### config.mk
export PLATFORM = sky130hd
export DESIGN_NAME = regfile
export DESIGN_NICKNAME = d
export VERILOG_FILES = /design/src/rtl/regfile_pkg.sv /design/src/rtl/regfile_read_port.sv /design/src/rtl/regfile.sv
export SDC_FILE = /design/constraint.sdc
export NUM_CORES = 2
export LEC_CHECK = 0
export CORE_UTILIZATION = 60
export CTS_BUF_LIST = sky130_fd_sc_hd__clkbuf_8
export CTS_CLUSTER_SIZE = 24
export DETAILED_ROUTE_END_ITERATION = 8
export GPL_TIMING_DRIVEN = 0
export PLACE_DENSITY = 0.76
export REMOVE_ABC_BUFFERS = 1
export SLEW_MARGIN = 20
export SYNTH_ARGS = -nofsm -noshare
export SYNTH_HDL_FRONTEND = slang
export SYNTH_SLANG_ARGS = --single-unit
### constraint.sdc
create_clock -name clk -period 2.7 [get_ports clk]
set_input_delay 0.405 -clock clk [delete_from_list [all_inputs] [get_ports clk]]
set_output_delay 0.405 -clock clk [all_outputs]
set_load 0.02 [all_outputs]
### src/rtl/regfile_pkg.sv
// Shared register-file constants: data width, register count, index type and the zero register.
// Latency: n/a (package only). Backpressure: n/a.
package regfile_pkg;

    localparam int WORD  = 64;
    localparam int NREGS = 32;

    typedef logic [4:0] reg_idx_t;

    localparam reg_idx_t ZERO_REG = 5'd31;

endpackage

### src/rtl/regfile_read_port.sv
// One combinational read port: selects a register, forces XZR to 0, optional write-through (REGFILE_BYPASS_EN).
// Latency: zero cycles. Backpressure: none, always valid.
module regfile_read_port
    import regfile_pkg::*;
#(
    parameter int WORD  = regfile_pkg::WORD,
    parameter int NREGS = regfile_pkg::NREGS
) (
    input  logic [NREGS-1:0][WORD-1:0] regs_i,
    input  logic [4:0]                 rd_idx_i,
`ifdef REGFILE_BYPASS_EN
    input  logic                       rst_n,
    input  logic                       wr_en_i,
    input  logic [4:0]                 wr_idx_i,
    input  logic [WORD-1:0]            wr_data_i,
`endif
    output logic [WORD-1:0]            rd_data_o
);

    always_comb begin
        rd_data_o = '0;
        if (rd_idx_i != ZERO_REG && int'(rd_idx_i) < NREGS) begin
            rd_data_o = regs_i[rd_idx_i];
        end
`ifdef REGFILE_BYPASS_EN
        // Forwarding is held off during reset so outputs stay at 0.
        if (rst_n && wr_en_i && (wr_idx_i == rd_idx_i) && (rd_idx_i != ZERO_REG)) begin
            rd_data_o = wr_data_i;
        end
`endif
    end

endmodule

### src/rtl/regfile.sv
// Two-read/one-write register file with hard-wired zero register 31; REGFILE_BYPASS_EN adds write-through.
// Latency: reads combinational, writes on rising clk. Backpressure: none.
module regfile
    import regfile_pkg::*;
#(
    parameter int WORD  = regfile_pkg::WORD,
    parameter int NREGS = regfile_pkg::NREGS
) (
    input  logic            clk,
    input  logic            rst_n,
    input  logic [4:0]      read_register1,
    input  logic [4:0]      read_register2,
    input  logic [4:0]      write_register,
    input  logic            RegWrite,
    input  logic [WORD-1:0] write_data,
    output logic [WORD-1:0] read_data1,
    output logic [WORD-1:0] read_data2
);

    logic [NREGS-1:0][WORD-1:0] regs_q;
    logic [NREGS-1:0][WORD-1:0] regs_d;

    // Register 31 is never loaded, so it stays at its reset value of 0.
    always_comb begin
        regs_d = regs_q;
        if (RegWrite && write_register != ZERO_REG && int'(write_register) < NREGS) begin
            regs_d[write_register] = write_data;
        end
    end

    always_ff @(posedge clk or negedge rst_n) begin
        if (!rst_n) begin
            regs_q <= '0;
        end else begin
            regs_q <= regs_d;
        end
    end

    regfile_read_port #(
        .WORD  (WORD),
        .NREGS (NREGS)
    ) u_rd_port1 (
        .regs_i    (regs_q),
        .rd_idx_i  (read_register1),
`ifdef REGFILE_BYPASS_EN
        .rst_n     (rst_n),
        .wr_en_i   (RegWrite),
        .wr_idx_i  (write_register),
        .wr_data_i (write_data),
`endif
        .rd_data_o (read_data1)
    );

    regfile_read_port #(
        .WORD  (WORD),
        .NREGS (NREGS)
    ) u_rd_port2 (
        .regs_i    (regs_q),
        .rd_idx_i  (read_register2),
`ifdef REGFILE_BYPASS_EN
        .rst_n     (rst_n),
        .wr_en_i   (RegWrite),
        .wr_idx_i  (write_register),
        .wr_data_i (write_data),
`endif
        .rd_data_o (read_data2)
    );

endmodule

## After elaboration in Yosys (flattened, before gate mapping)

Cells that the tools add are included.

- Latch bits: 0
- Input port bits: 82
- RAM bits: 0
- Word-level logic and storage cells: 50
- Output and inout bits: 128
- Register bits after elaboration: 2048
- ROM bits: 0
- Memories: 0

- Multiply operators: 0
- Equal/unequal tests: 3
- Div/mod/pow operators: 0
- Bitwise logic cells: 0
- Reductions and logical operators: 2
- $add $sub $neg: 0
- Shift-type cells: 0
- Mux-type cells: 9
- Order comparisons: 4

Operators by type and width:

| operator | number |
|---|---|
| bitwise mux 2048 bit | 1 |
| binary-select mux 64 bit (select 5 bit) | 2 |
| demux 64 bit (select 5 bit) | 1 |
| two-way mux 64 bit | 5 |
| less-than comparator 5 x 6 -> 1 bit, second input constant | 3 |
| inequality test 5 bit, second input constant | 3 |
| >= comparator 5 x 1 -> 1 bit, second input constant | 1 |
| logical AND 1 bit | 2 |

## Logic depth before layout (Yosys ltp)

- Word-level depth: 5
- Depth in mapped cells: 10
- Mapped depth without buffers: 5

## Modules after synthesis

Synthesis repeated with hierarchy kept, for this count alone.

- Cells, all modules: 7139
- Area total of the unflattened synthesis: 107584.4 µm²

Modules (own cells, without submodules):

| module | sequential area each (µm²) | cells each | area each (µm²) | instances |
|---|---|---|---|---|
| regfile | 51249.2 | 4531 | 75954.1 | 1 |
| regfile_read_port | 0.0 | 1304 | 15815.2 | 2 |

## Least setup slack after synthesis

Ideal clock, no wire load.

- Kind: input port to output port
- Start: in read_register2[2]
- End: out read_data2[53]
- Required time: 2.295 ns
- Path buffers: 4
- Setup slack: -0.160 ns
- Data arrival time: 2.455 ns
- Cell stages on the path: 7
- Cells stage by stage: buf_2 > and2_1 > clkbuf_1 > and3_1 > buf_1 > clkbuf_1 > a2111oi_0

- Longest elaborated chain between the ends: 3
- Elaborated cells between the ends (all ways): 4
- Those cells by class: eq/ne: 1; mux: 3

Ends and longest elaborated chain:

| what | RTL line | source |
|---|---|---|
| from (decl) | regfile.sv:12 | `input logic [4:0] read_register2,` |
| binary-select mux 64 bit (select 5 bit) | regfile_read_port.sv:23 | `rd_data_o = regs_i[rd_idx_i];` |
| two-way mux 64 bit (not written as such) | regfile_read_port.sv:23 |  |
| two-way mux 64 bit (*) | regfile_read_port.sv:22 | `if (rd_idx_i != ZERO_REG && int'(rd_idx_i) < NREGS) begin` |
| to (decl) | regfile.sv:17 | `output logic [WORD-1:0] read_data2` |

Every way passes the cells marked *; elsewhere a longest branch is shown, timed or not. The select of a mux whose other input is x is not followed.

## Worst setup path after layout

- Start: reg regs_q[1427] (netlist name)
- End: out read_data2[19]

- Longest elaborated chain between the ends: 3

Ends and longest elaborated chain:

| what | RTL line | source |
|---|---|---|
| from (decl) | regfile.sv:20 | `logic [NREGS-1:0][WORD-1:0] regs_q;` |
| from (signal assigned) | regfile.sv:35 | `regs_q <= regs_d;` |
| binary-select mux 64 bit (select 5 bit) | regfile_read_port.sv:23 |  |
| two-way mux 64 bit (not written as such) | regfile_read_port.sv:23 |  |
| two-way mux 64 bit | regfile_read_port.sv:22 |  |

Every way passes these cells. The select of a mux whose other input is x is not followed.

==> run_results.csv <==
group,metric,value,unit
status,status,"complete, but fails checks",
status,violations,"negative hold slack, negative setup slack",
global_route,grt_max_degree,151,
critical_path,critPathLaunchType,"register",
yosys,avgSynthCellArea,15.3,um2
drt,viasPerCell,7.35,
cells_and_area,drive_gt1_frac,0.562,
timing,min_period,3.54,ns
cts,htree_levels,5,
yosys,ys_types,52,
timing,maxSlewViolCount,0,
global_route,grt_use_total,0.384,
floorplanning,coreArea,179000,um2
critical_path,cp_max_fo,3,
floorplanning,dieWidth,427,um
drt,drc_errors,0,
power_and_ir_drop,cellPowerDensity,711,nW/um2
drt,drtIter0Drc,8731,
drt,vias,72400,
cts,worstSkewPairLatency,1.06,ns
cts,root_buffer,"clkbuf_8",
floorplanning,row_count,155,
yosys,synth_edf_count,0,
yosys,synth_commonest_cells,"dfrtp_1 (2048), mux2_2 (1942), mux4_2 (862), clkbuf_1 (487), mux2i_1 (445)",
timing,setup_slack,-0.839,ns
yosys,synth-seq-cells,2048,
cells_and_area,stdcell_area,127000,um2
global_route,antenna_found_initial,18,
timing,setup_viol,128,
drt,routed_wl,352000,um
critical_path,worstSetupPathType,"register to output pin",
cts,clkTransAtPathRegs,0.07,ns
cells_and_area,largest_reg_flops,2048,
timing,fin_tns_setup,-56.87,ns
yosys,synthTopCellsByArea,"dfrtp_1 (47%), mux2_2 (20%), mux4_2 (18%)",
critical_path,crit_arrival,3.13,ns
cts,cts_tree,"built",
cells_and_area,fin_nets,7321,
yosys,yosysWarnings,0,
critical_path,required,2.30,ns
timing,rsz0062_at_grt,"yes",
min_path,hp-class,"input port to asynchronous set/reset pin",
drt,postRouteAntennaNets,0,
yosys,yosysTopAreaCell,"dfrtp_1",
critical_path,reg2reg_depth,3,
critical_path,reg2reg_to,"regs_q[40]",
drt,wire_per_inst,35.8,um
cells_and_area,fillerInstances,11000,
timing,fin_skew,0,ns
place,placed_cell_area,115000,um2
run,drv_cap,0,
timing,worstMarginPinSlew,1.15,ns
global_route,overflow,0,
timing,hold_slack,-0.00959,ns
power_and_ir_drop,p_int,64.2,mW
power_and_ir_drop,total_power,90.3,mW
cts,cts-buffers-inserted,352,
place,place_hpwl,198000,um
place,port_buffers,209,
critical_path,reg2reg_setup_slack,1.62,ns
cells_and_area,largestRegisters,"regs_q x2048",
floorplanning,design.die.area,182000,um2
power_and_ir_drop,combPwrFrac,0.231,
critical_path,worst_r2r_startpoint,"regs_q[40]",
yosys,synth_flop_cell,"dfrtp_1",
critical_path,critPathCaptureType,"output pin",
yosys,ys_seq_area_frac,0.473,
cells_and_area,top_register,"regs_q",
drt,dr.pass1.iters,6,
cts,clockBufferDepth,4,
yosys,synth_most_common_cell,"dfrtp_1",
timing,hold_viol,1,
yosys,synth_top_cell_area_share,0.473,
cts,cts_sinks,2048,
critical_path,cp-startpoint,"regs_q[1427]",
global_route,grt_pass1_vias,75500,
yosys,netlist_area,108000,um2
floorplanning,start_util,0.606,
critical_path,crit_end,"read_data2[19]",
yosys,postSynthCellCount,7089,
power_and_ir_drop,power_switching,26.1,mW
floorplanning,die_h,427,um
cells_and_area,final-seq-area,51200,um2
global_route,grt_pass1_wl,509000,um
timing,maxSlewHeadroom,0.232,
cells_and_area,multiInputGateArea,55600,um2
power_and_ir_drop,swShare,0.289,
power_and_ir_drop,clkPwrFrac,0.315,
power_and_ir_drop,irDropWorstVdd,0.718,mV
cells_and_area,syn_to_final_growth,17.3,%
timing,max_freq,283,MHz
yosys,async_reset_ff_frac,1.00,
power_and_ir_drop,seqPwrFrac,0.454,
timing,min_period_over_period,1.31,
place,gp_congestion,0.778,
power_and_ir_drop,p_leak,55.5,nW
floorplanning,io_pins,210,
-- cells in the final DEF (no fill, tap or decap), types with 6 or more instances in the layout --
master,count
nand3_1,8
mux2_2,1937
diode_2,15
a21oi_1,75
a2111oi_2,12
nand2_1,69
buf_2,24
mux2i_2,23
mux2i_1,418
buf_8,14
buf_12,92
clkbuf_8,464
a211oi_4,12
clkdlybuf4s50_1,69
bufbuf_16,31
nor2_1,26
nand2_2,12
o22ai_2,19
o22ai_1,108
nor2_4,18
a22o_4,8
dfrtp_1,2048
o221ai_1,82
a22oi_1,70
clkinv_2,36
nand2_4,19
buf_6,64
inv_1,93
nand3b_1,6
a22o_1,57
a211oi_2,71
buf_16,149
mux4_2,862
a2111oi_4,78
mux2_1,115
buf_4,182
a21oi_2,25
-- repair_timing --
item                                   4_1_cts  5_1_grt
hold buffers                                 1        3
resized for setup                         1002      117
buffers inserted                           101       38
endpoints found under the hold margin      542       65
pin swaps                                  228       71
setup endpoints to repair                  128      332
gates cloned                                40        4
-- per-layer routing --
| layer | share of wire | vias to the layer above | track usage | wire, um |
|---|---|---|---|---|
| li1 | - | 28000 | - | - |
| met1 | 0.36 | 38600 | 0.500 | 129000 |
| met2 | 0.48 | 4554 | 0.599 | 167000 |
| met3 | 0.095 | 1241 | 0.0808 | 33600 |
| met4 | 0.065 | 8 | 0.225 | 22800 |
| met5 | 0.00013 | - | 0 | 47 |
-- critical path, stage by stage, from the launching register on --
cell       delay (ns)
dfrtp_1          0.39
mux4_2           0.48
mux2i_1          0.19
nor2_1           0.07
a211oi_2         0.41
a2111oi_4        0.11
buf_6            0.24
buf_6            0.13
-- per-stage QoR --
step | setup WS (ns) | std cells | util
after global placement | -90.73 | 8816 | 0.611
after floorplan | -5.36 | 6252 | -
after global routing | -0.823 | 9846 | 0.710
after CTS | -0.738 | 9789 | 0.705
final | -0.839 | 9849 | 0.710
after detailed placement | -2.58 | 9054 | 0.645
-- power by group through the flow --
stage	combinational [mW]	sequential, mW	clock, mW
after floorplan	13.0	39.7	0
after global placement	21.3	40.9	0
after detailed placement	18.6	41.1	0
after CTS	20.1	40.6	28.5
after global routing	21.9	41.6	30.0
final	20.9	41.0	28.4
-- cell families after synthesis --
| group | count (synthesis) | synth area share |
|---|---|---|
| DFF | 2048 | 0.473 |
| buffers and inverters | 839 | 0.0368 |
| muxes | 3364 | 0.434 |
| AOI/OAI and AO/OA | 637 | 0.0464 |
| and+or+nand+nor | 201 | 0.00917 |
-- cell type report --
type / count / share of cell area
multi-input combinational: 4203 / 0.438
timing repair buffer: 632 / 0.0802
clock inverter: 130 / 0.00464
tap: 2355 / 0.0232
antenna: 15 / 0.000295
inverter: 2 / 0.0000591
clock buffer: 464 / 0.0503
sequential: 2048 / 0.403
-- how the worst min path moves through the flow --
stage,to,slack (ns)
6_report,regs_q[510],-0.01
5_1_grt,regs_q[510],-0.008
4_1_cts,regs_q[500],-0.11
3_5_place_dp,regs_q[500],0.37
3_3_place_gp,regs_q[1992],0.37
2_1_floorplan,regs_q[0],0.11
(Power assumes the default switching activity.)
